### config.mk
export PLATFORM = sky130hd
export DESIGN_NAME = uart_tx_mmio_flat
export DESIGN_NICKNAME = d
export VERILOG_FILES = /design/src/rtl/uart_tx_mmio_if.sv /design/src/rtl/uart_tx_mmio.sv /design/src/flat_wrapper.sv
export SDC_FILE = /design/constraint.sdc
export NUM_CORES = 1
export LEC_CHECK = 0
export CORE_MARGIN = 2
export CORE_UTILIZATION = 53
export DETAILED_ROUTE_END_ITERATION = 7
export GPL_ROUTABILITY_DRIVEN = 1
export HOLD_SLACK_MARGIN = 0.05
export PLACE_DENSITY = 0.86
export SLEW_MARGIN = 20
export SYNTH_ARGS = -nofsm -noshare
export SYNTH_HDL_FRONTEND = slang
export SYNTH_SLANG_ARGS = --single-unit
### constraint.sdc
create_clock -name clk -period 6.3 [get_ports clk]
set_input_delay 1.89 -clock clk [delete_from_list [all_inputs] [get_ports clk]]
set_output_delay 1.89 -clock clk [all_outputs]
set_load 0.02 [all_outputs]
### src/rtl/uart_tx_mmio_if.sv
// CPU data-bus bundle for the memory-mapped UART transmitter.
// The cpu drives address, store data and strobes; the slave returns registered read data.
interface uart_tx_mmio_if;
  logic [29:0] addr;
  logic [31:0] wdata;
  logic        re;
  logic        we;
  logic [31:0] rdata;

  modport master (output addr, output wdata, output re, output we, input rdata);
  modport slave  (input addr, input wdata, input re, input we, output rdata);
endinterface

### src/rtl/uart_tx_mmio.sv
// Memory-mapped 8N1 UART transmitter.
// DATA (BASE_ADDR) pushes a byte into a small circular FIFO; STATUS (BASE_ADDR+1)
// reports {count, overrun, empty, full, busy}. A baud-timed FSM drains the FIFO onto tx,
// chaining frames back-to-back while bytes are queued.
module uart_tx_mmio #(
  parameter logic [29:0] BASE_ADDR  = 30'h3FFFFFF0,
  parameter int          CLK_DIV    = 104,
  parameter int          FIFO_DEPTH = 4
) (
  input  logic           clk,
  input  logic           reset,
  uart_tx_mmio_if.slave  bus,
  output logic           tx,
  output logic           busy
);

  localparam int PTR_W = $clog2(FIFO_DEPTH);
  localparam int CNT_W = PTR_W + 1;

  localparam logic [1:0] ST_IDLE  = 2'd0;
  localparam logic [1:0] ST_START = 2'd1;
  localparam logic [1:0] ST_DATA  = 2'd2;
  localparam logic [1:0] ST_STOP  = 2'd3;

  // Address decode and bus strobes
  logic sel;
  logic is_status;
  logic wr_req;
  logic rd_status;

  assign sel       = (bus.addr[29:1] == BASE_ADDR[29:1]);
  assign is_status = bus.addr[0];
  assign wr_req    = bus.we & sel & ~is_status;
  assign rd_status = bus.re & sel & is_status;

  // FIFO storage and bookkeeping
  logic [7:0]       fifo_mem [FIFO_DEPTH];
  logic [PTR_W-1:0] rd_ptr_reg;
  logic [PTR_W-1:0] wr_ptr_reg;
  logic [CNT_W-1:0] count_reg;
  logic             overrun_reg;
  logic             empty;
  logic             full;
  logic [7:0]       head;

  // Transmit FSM state
  logic [1:0]  state_reg;
  logic [15:0] baud_cnt_reg;
  logic [2:0]  bit_idx_reg;
  logic [7:0]  shift_reg;
  logic        tx_reg;
  logic        baud_last;

  logic push;
  logic pop;
  logic overrun_set;

  logic unused_wdata;
  assign unused_wdata = ^bus.wdata[31:8];

  assign empty     = (count_reg == '0);
  assign full      = (count_reg == CNT_W'(FIFO_DEPTH));
  assign head      = fifo_mem[rd_ptr_reg];
  assign baud_last = (baud_cnt_reg == 16'(CLK_DIV - 1));

  // The FSM takes a byte when idle, or at the end of a stop bit so frames chain without a gap.
  assign pop = ~empty & ((state_reg == ST_IDLE) | ((state_reg == ST_STOP) & baud_last));
  // A store into a full FIFO still lands if the FSM frees a slot on the same edge.
  assign push        = wr_req & (~full | pop);
  assign overrun_set = wr_req & full & ~pop;

  assign busy = (state_reg != ST_IDLE) | ~empty;
  assign tx   = tx_reg;

  // FIFO storage write; contents need no reset because count gates every read
  always_ff @(posedge clk) begin
    if (push) begin
      fifo_mem[wr_ptr_reg] <= bus.wdata[7:0];
    end
  end

  // FIFO pointers and occupancy count, wrapping naturally at the power-of-two depth
  always_ff @(posedge clk) begin
    if (reset) begin
      rd_ptr_reg <= '0;
      wr_ptr_reg <= '0;
      count_reg  <= '0;
    end else begin
      if (push) wr_ptr_reg <= wr_ptr_reg + PTR_W'(1);
      if (pop)  rd_ptr_reg <= rd_ptr_reg + PTR_W'(1);
      count_reg <= count_reg + CNT_W'(push) - CNT_W'(pop);
    end
  end

  // Sticky overrun flag: cleared by a STATUS read unless a new drop happens on the same edge
  always_ff @(posedge clk) begin
    if (reset) begin
      overrun_reg <= 1'b0;
    end else begin
      overrun_reg <= overrun_set | (overrun_reg & ~rd_status);
    end
  end

  // Registered read data, zero when not selected so it can be OR-combined with other slaves
  always_ff @(posedge clk) begin
    if (reset) begin
      bus.rdata <= '0;
    end else if (rd_status) begin
      bus.rdata <= {24'b0, 4'(count_reg), overrun_reg, empty, full, busy};
    end else begin
      bus.rdata <= '0;
    end
  end

  // Baud-timed frame generator; tx is registered alongside the state it belongs to
  always_ff @(posedge clk) begin
    if (reset) begin
      state_reg    <= ST_IDLE;
      baud_cnt_reg <= '0;
      bit_idx_reg  <= '0;
      shift_reg    <= '0;
      tx_reg       <= 1'b1;
    end else begin
      case (state_reg)
        ST_IDLE: begin
          if (!empty) begin
            state_reg    <= ST_START;
            baud_cnt_reg <= '0;
            shift_reg    <= head;
            tx_reg       <= 1'b0;
          end
        end
        ST_START: begin
          if (baud_last) begin
            baud_cnt_reg <= '0;
            bit_idx_reg  <= '0;
            state_reg    <= ST_DATA;
            tx_reg       <= shift_reg[0];
          end else begin
            baud_cnt_reg <= baud_cnt_reg + 16'd1;
          end
        end
        ST_DATA: begin
          if (baud_last) begin
            baud_cnt_reg <= '0;
            if (bit_idx_reg == 3'd7) begin
              state_reg <= ST_STOP;
              tx_reg    <= 1'b1;
            end else begin
              bit_idx_reg <= bit_idx_reg + 3'd1;
              shift_reg   <= {1'b0, shift_reg[7:1]};
              tx_reg      <= shift_reg[1];
            end
          end else begin
            baud_cnt_reg <= baud_cnt_reg + 16'd1;
          end
        end
        ST_STOP: begin
          if (baud_last) begin
            baud_cnt_reg <= '0;
            if (!empty) begin
              state_reg <= ST_START;
              shift_reg <= head;
              tx_reg    <= 1'b0;
            end else begin
              state_reg <= ST_IDLE;
            end
          end else begin
            baud_cnt_reg <= baud_cnt_reg + 16'd1;
          end
        end
        default: begin
          state_reg <= ST_IDLE;
          tx_reg    <= 1'b1;
        end
      endcase
    end
  end

endmodule
### src/flat_wrapper.sv
// flat-port wrapper written by rule: the top's interface ports become plain ports
module uart_tx_mmio_flat 
#(
  parameter logic [29:0] BASE_ADDR  = 30'h3FFFFFF0,
  parameter int          CLK_DIV    = 104,
  parameter int          FIFO_DEPTH = 4
)
  (clk, reset, tx, busy, bus_addr, bus_wdata, bus_re, bus_we, bus_rdata);
  uart_tx_mmio_if bus_i ();
  input  logic clk;
  input  logic reset;
  output logic tx;
  output logic busy;
  input wire logic [$bits(bus_i.addr)-1:0] bus_addr;
  input wire logic [$bits(bus_i.wdata)-1:0] bus_wdata;
  input wire logic [$bits(bus_i.re)-1:0] bus_re;
  input wire logic [$bits(bus_i.we)-1:0] bus_we;
  output wire logic [$bits(bus_i.rdata)-1:0] bus_rdata;
  assign bus_i.addr = bus_addr;
  assign bus_i.wdata = bus_wdata;
  assign bus_i.re = bus_re;
  assign bus_i.we = bus_we;
  assign bus_rdata = bus_i.rdata;
  uart_tx_mmio #(.BASE_ADDR(BASE_ADDR), .CLK_DIV(CLK_DIV), .FIFO_DEPTH(FIFO_DEPTH)) u_core (.clk(clk), .reset(reset), .bus(bus_i), .tx(tx), .busy(busy));
endmodule
==> results.toml, run 1 <==
[global_route]
overflow = 0
grt_use_met1 = 0.232
grt_pass1_wl_um = 12200
grt_pass1_vias = 2667
use_met3 = 0.0563
grt_antenna_before_repair = 0
grt_max_degree = 30
gr-usage-met2 = 0.361
top_usage_layer = "met2"
grt_usage = 0.200

[job]
maxCapViolations = 0

[final_layout]
diodes = 0
final_area_um2 = 4570
final_nets = 488
drive_above_1_share = 0.0825
syn_to_final_growth_pct = 18.6
n_fill_cell = 560
regArea_um2 = 1900
largest_reg_flops = 32
multi_input_area_um2 = 1750

[logic_synthesis]
syn_area_per_cell_um2 = 10.7
yosys.area.top_type = "edfxtp_1"
synth_top_cell_area_share = 0.250
syn-instance-count = 361
async_reset_ff_frac = 0
synth_area_um2 = 3850
ys_seq_elements = 79
synth_most_common_cell = "dfxtp_1"
synth.top_cells.by_area = "edfxtp_1 (25%), dfxtp_1 (24%), buf_4 (4.9%), mux4_2 (4.7%), ha_1 (4.5%)"
synth_cell_types = 56
synth_flop_cell = "dfxtp_1"
ys_seq_area_frac = 0.494
synth-edff-count = 32
yosysWarnings = 0
synth_commonest_cells = "dfxtp_1 (47), edfxtp_1 (32), buf_4 (25), nor2_1 (25), a21oi_1 (20)"

[drt]
vias_per_cell = 5.49
wl_um = 7570
drc = 0
ant_nets = 0
via_count = 2807
drtIter0Drc = 154
firstDrtPassIters = 4
routedWlPerCell_um = 14.8

[floorplan]
dieWidth_um = 89.2
die_area_um2 = 7960
die_h_um = 89.2
initial_core_util = 0.540
io_pins = 100
num_rows = 31
fp.coreArea_um2 = 7140

[hold_path]
hp-class = "reg2reg"

[cts]
path_clk_slew_ps = 80
cts_hold_buf = 0
cts_tree = "built"
clock-sinks = 79
htreeDepth = 3
ctsLongestPathBuffers = 2
root_buffer = "clkbuf_8"
cts_made_buffers = 9
cts-resized-gates = 0
clock_latency_ps = 360
post-cts-setup-buffers = 0

[timing]
hold_violations = 0
slew_headroom = 0.315
rsz0062_at_grt = "no"
maxSlewViolCount = 0
setup_violations = 0
tns_ps = 0
skew_ps = 9.56
period_minus_slack_ps = 4560
fmax_mhz = 219
worst_pin_slew_ps = 1020
fin_crit_sh = 0.724

[power_and_ir_drop]
ir_drop_v = 0.000175
p_leak_nw = 1.55
power_density_nw_per_um2 = 237

[setup_path]
worstPathMaxFanout = 13
setup.worst_path.end_class = "output pin"
crit_required_ps = 4410
worstSetupPathType = "reg2out"
arrival_ps = 2670
start_kind = "flip-flop"

[placement]
dp_hpwl_um = 5390
gp_congestion = 0.806
place_area_um2 = 4330
io_buffers = 50

[run_status]
status = "finished, final reports clean"
## per-layer routing
layer / vias to the layer above / routed length [µm]
li1: 1377 / -
met1: 1346 / 3090
met2: 71 / 4030
met3: 13 / 345
met4: 0 / 102
met5: - / 0
## area by class of cell
type,count,share of cell area
sequential,79,0.417
multi-input combinational,255,0.384
timing repair buffer,52,0.113
clock buffer,9,0.0271
tap,99,0.0271
clock inverter,7,0.0238
inverter,10,0.00822
## critical path, stage by stage (launching register included)
cell,delay (ps)
dfxtp_1,380
inv_1,120
ha_1,380
nor4b_2,230
buf_4,180
inv_1,330
clkdlybuf4s50_1,690
## kinds of logic after synthesis
group,count (synthesis),share of synthesized area
other,1,0.000974
adder cells (fa/ha/maj),15,0.0507
multiplexers,19,0.0754
flip-flops,79,0.494
AO/OA/AOI/OAI,69,0.118
AND/OR/NAND/NOR,124,0.181
buffers and inverters,51,0.0741
XOR/XNOR,3,0.00682
## worst paths after layout
path | slack [ps] | from | endpoint | depth (start not counted)
worst max-delay path | 1740 | u_core.state_reg[0]$_SDFFE_PP0P_ | busy | 6
worst min-delay path | 470 | u_core.overrun_reg$_SDFF_PP0_ | u_core.bus.rdata[3]$_SDFF_PP0_ | 1
worst max register to register | 3230 | u_core.baud_cnt_reg[0]$_SDFFE_PP0N_ | u_core.count_reg[2]$_SDFF_PP0_ | 12
worst min register to register | 470 | u_core.overrun_reg$_SDFF_PP0_ | u_core.bus.rdata[3]$_SDFF_PP0_ | 1
## cell usage in the layout, fill, tap and decap left out, types with 3 or more instances in the layout
master,count
nor2_1,25
and2_1,7
nor3_1,10
o21ai_0,13
a31oi_1,3
and3_1,6
conb_1,25
mux2i_1,11
a21o_1,8
clkbuf_8,9
a21oi_1,20
mux4_2,8
nand2b_1,8
nand3_1,17
a311oi_1,9
nor4_1,3
nand4_1,8
edfxtp_1,32
nand2_1,15
dfxtp_1,47
ha_1,14
inv_1,10
clkdlybuf4s50_1,50
or3_1,5
## power breakdown
| part | internal, mW | total (mW) | switching [mW] |
|---|---|---|---|
| Sequential | 0.534 | 0.537 | 0.00325 |
| Clock | 0.232 | 0.441 | 0.209 |
| Combinational | 0.0441 | 0.103 | 0.0592 |
## stage by stage
stage               total power, mW  instances  setup WS, ps  utilization  hold slack, ps
floorplan                     0.618        385          2030            -             423
global placement              0.648        495          1570        0.607             438
detailed placement            0.651        495          1490        0.607             447
CTS                            1.09        511          1730        0.640             467
global route                   1.12        511          1590        0.640             481
finish                         1.08        511          1740        0.640             468
No activity file was read; power rests on OpenSTA's default activity.
==> run 2: changes to the inputs <==
- CORE_UTILIZATION: 53 -> 44
- PLACE_DENSITY: 0.86 -> 0.76
- clock period: 6.3 -> 4 ns (I/O delays scaled with it)
==> results.toml, run 2 (synthesis results as in run 1) <==
[run_status]
status = "finished, final reports clean"

[global_route]
grt_pass1_vias = 2752
grt_max_degree = 24
overflow = 0
grt_usage = 0.158
grt_pass1_wl_um = 12100
grt_antenna_before_repair = 0

[setup_path]
arrival_ps = 3920
rr_worst_depth = 12
setup.worst_path.end_class = "flip-flop"
crit_path_top_delay_cell = "or4b_4"
reg2reg_slack_ps = 950
worstSetupPathType = "in2reg"
worstPathMaxFanout = 2
crit_required_ps = 4220
cp_cell_sequence = "clkdlybuf4s50_1 -> or2_0 -> or4_4 -> or4b_4 -> nor2_1 -> ha_1 -> inv_1 -> fa_1 -> xor2_1 -> xnor2_1 -> nor2_1"
start_kind = "input pin"
cp_slowest_stage_delay_ps = 530
crit_path_frequent_cell = "nor2_1"

[placement]
io_buffers = 50
gp_congestion = 0.803
dp_hpwl_um = 5210
place_area_um2 = 4380
place_ws_ps = -80.0

[power_and_ir_drop]
combPwrFrac = 0.102
ir_drop_v = 0.000297
seq_power_share = 0.523
p_int_mw = 1.21
power_density_nw_per_um2 = 353
p_sw_mw = 0.410
clkPwrFrac = 0.376
p_leak_nw = 1.55
switching_share = 0.254

[cts]
path_clk_slew_ps = 90
cts_hold_buf = 0
root_buffer = "clkbuf_8"
clock_latency_ps = 360
cts_made_buffers = 9
clock-sinks = 79
htreeDepth = 3
ctsLongestPathBuffers = 2
cts_tree = "built"
cts-resized-gates = 0
post-cts-setup-buffers = 0

[final_layout]
final_cell_mix = "clkdlybuf4s50_1 (50), dfxtp_1 (47), edfxtp_1 (32)"
final_common_cell = "clkdlybuf4s50_1"
final_area_um2 = 4580
diodes = 0
final_nets = 493
final_util = 0.533
drive_above_1_share = 0.0935
syn_to_final_growth_pct = 19.0
largest_reg_flops = 32
n_fill_cell = 750

[timing]
maxSlewViolCount = 0
rsz0062_at_grt = "no"
hold_violations = 0
worst_pin_slew_ps = 1040
fin_crit_sh = 0.924
period_minus_slack_ps = 3700
skew_ps = 12.5
slew_headroom = 0.304
fmax_mhz = 270
setup_violations = 0
setup_slack_ps = 302

[floorplan]
fp.coreArea_um2 = 8590
die_area_um2 = 9520
initial_core_util = 0.448
num_rows = 34
dieWidth_um = 97.6
die_h_um = 97.6
io_pins = 100

[hold_path]
hp-class = "reg2reg"
min_path_cells = 1

[drt]
routedWlPerCell_um = 14.0
firstDrtPassIters = 4
via_count = 2849
drc = 0
vias_per_cell = 5.43
wl_um = 7330
ant_nets = 0
drtIter0Drc = 127

[job]
maxCapViolations = 0
-- run 2: layout make-up --
class / instances / area [µm²] / area share
clock buffers: 9 / 124 / 0.0270
clock inverters: 7 / 78.8 / 0.0172
inverters: 10 / 37.5 / 0.00819
multi-input cells: 255 / 1750 / 0.383
flip-flops and latches: 79 / 1900 / 0.415
well taps: 108 / 135 / 0.0295
repair buffers: 57 / 553 / 0.121
-- run 2: per-stage QoR --
step | total power [mW] | TNS (ps) | hold WS [ps] | instances
final | 1.62 | 0 | 458 | 525
after floorplan | 0.974 | 0 | 423 | 385
after global placement | 1.02 | -58.0 | 441 | 509
after detailed placement | 1.03 | -80.0 | 450 | 509
after CTS | 1.63 | 0 | 469 | 525
after global routing | 1.68 | 0 | 481 | 525
-- run 2: path summary, 6_finish.rpt --
kind                                                          start                        endpoint
worst max-delay path                                    bus_addr[2]  u_core.count_reg[2]$_SDFF_PP0_
worst max register to register  u_core.baud_cnt_reg[0]$_SDFFE_PP0N_  u_core.count_reg[2]$_SDFF_PP0_
worst min-delay path                  u_core.overrun_reg$_SDFF_PP0_  u_core.bus.rdata[3]$_SDFF_PP0_
worst min register to register        u_core.overrun_reg$_SDFF_PP0_  u_core.bus.rdata[3]$_SDFF_PP0_
-- run 2: critical path, delay by kind of cell --
family / cells / cell delay (ps)
xor+xnor: 2 / 330
fa+ha+maj: 2 / 520
simple gates: 5 / 1430
buf+inv: 2 / 440
-- run 2: power groups by stage --
| stage | Combinational [mW] | Sequential [mW] | Clock, mW |
|---|---|---|---|
| detailed placement | 0.163 | 0.864 | 0 |
| finish | 0.164 | 0.846 | 0.608 |
| global placement | 0.159 | 0.864 | 0 |
| global route | 0.179 | 0.847 | 0.651 |
| floorplan | 0.108 | 0.865 | 0 |
| CTS | 0.164 | 0.846 | 0.622 |
-- run 2: layer usage --
metal | vias to the layer above | part of all wire | global-route usage
met5 | - | 0 | 0
met4 | 0 | 0.0093 | 0.0726
met3 | 8 | 0.052 | 0.0432
met2 | 81 | 0.53 | 0.269
met1 | 1366 | 0.41 | 0.186
li1 | 1394 | - | -
==> run 3: changes to the inputs <==
- CORE_ASPECT_RATIO: unset -> 0.6
- GPL_ROUTABILITY_DRIVEN: 1 -> unset
- SLEW_MARGIN: 20 -> 5
==> results.toml, run 3 (synthesis results as in run 1) <==
[run_status]
status = "finished, final reports clean"

[cts]
ctsLongestPathBuffers = 2
root_buffer = "clkbuf_16"
clock-sinks = 79
htreeDepth = 3
post-cts-setup-buffers = 0
cts_made_buffers = 9
cts-resized-gates = 0
cts_tree = "built"
path_clk_slew_ps = 60
cts_hold_buf = 0
clock_latency_ps = 330

[final_layout]
final_area_um2 = 4680
final_cell_mix = "clkdlybuf4s50_1 (50), dfxtp_1 (47), edfxtp_1 (32)"
final_common_cell = "clkdlybuf4s50_1"
final_nets = 492
multi_input_area_um2 = 1750
largest_reg_flops = 32
syn_to_final_growth_pct = 21.4
drive_above_1_share = 0.0913
diodes = 0
n_fill_cell = 692
regArea_um2 = 1900

[timing]
fin_crit_sh = 0.946
worst_pin_slew_ps = 990
skew_ps = 7.05
maxSlewViolCount = 0
fmax_mhz = 264
slew_headroom = 0.337
setup_violations = 0
rsz0062_at_grt = "no"
period_minus_slack_ps = 3790
hold_violations = 0

[power_and_ir_drop]
switching_share = 0.234
power_density_nw_per_um2 = 390
seq_power_share = 0.464
total_power_mw = 1.82
ir_drop_v = 0.000211
p_sw_mw = 0.426
p_int_mw = 1.40
clkPwrFrac = 0.443
p_leak_nw = 1.59
combPwrFrac = 0.093

[drt]
drtIter0Drc = 174
drc = 0
wl_um = 7920
ant_nets = 0
vias_per_cell = 5.61
firstDrtPassIters = 4
via_count = 2960
routedWlPerCell_um = 15.0

[hold_path]
hp-class = "reg2reg"
min_path_cells = 2

[floorplan]
die_area_um2 = 9540
num_rows = 26
dieWidth_um = 125
fp.coreArea_um2 = 8490
initial_core_util = 0.454
die_h_um = 76.5
io_pins = 100

[global_route]
grt_usage = 0.172
overflow = 0
grt_pass1_wl_um = 13200
grt_max_degree = 23
grt_pass1_vias = 2784
grt_antenna_before_repair = 0

[setup_path]
start_kind = "input pin"
setup.worst_path.end_class = "flip-flop"
arrival_ps = 3980
rr_worst_depth = 12
crit_required_ps = 4190
worstPathMaxFanout = 4
worstSetupPathType = "in2reg"

[placement]
io_buffers = 50
dp_hpwl_um = 5710
place_area_um2 = 4380
gp_congestion = 0.880

[job]
maxCapViolations = 0
run 3: metrics by stage:
stage	setup slack, ps	util	TNS [ps]	hold slack (ps)	cells
2_1_floorplan	416	-	0	423	385
6_report	214	0.551	0	464	528
5_1_grt	99.2	0.551	0	496	528
3_5_place_dp	-144	0.516	-144	460	512
3_3_place_gp	-72.1	0.516	-72.1	443	512
4_1_cts	200	0.551	0	467	528
run 3: path summary, 6_finish.rpt:
kind	from	end	slack (ps)
min	u_core.shift_reg[2]$_SDFFE_PP0P_	u_core.shift_reg[2]$_SDFFE_PP0P_	460
max	bus_addr[2]	u_core.count_reg[2]$_SDFF_PP0_	210
min reg2reg	u_core.shift_reg[2]$_SDFFE_PP0P_	u_core.shift_reg[2]$_SDFFE_PP0P_	460
max reg2reg	u_core.baud_cnt_reg[0]$_SDFFE_PP0N_	u_core.count_reg[2]$_SDFF_PP0_	850
run 3: layout make-up:
class,instances,share of cell area
clock buffers,9,0.0482
clock inverters,7,0.0155
inverters,10,0.00803
multi-input cells,255,0.375
flip-flops and latches,79,0.407
well taps,112,0.0300
repair buffers,56,0.117
run 3: critical path, stage by stage:
cell             delay, ps
clkdlybuf4s50_1        390
or2_0                  210
or4_4                  520
or4b_4                 550
nor2_1                 130
ha_1                   160
inv_1                   50
fa_1                   370
xor2_1                 200
xnor2_1                140
nor2_1                  50
run 3: layer usage:
metal  vias up  share of wire  global-route usage
met1      1408           0.44               0.231
met4         0         0.0097              0.0494
met2       150           0.45               0.269
li1       1392              -                   -
met5         -              0                   0
met3        10          0.098              0.0534
run 3: power groups by stage:
stage | sequential (mW) | combinational [mW] | clock (mW)
floorplan | 0.865 | 0.108 | 0
global placement | 0.864 | 0.162 | 0
detailed placement | 0.864 | 0.165 | 0
CTS | 0.847 | 0.167 | 0.814
global route | 0.847 | 0.183 | 0.858
finish | 0.847 | 0.169 | 0.808
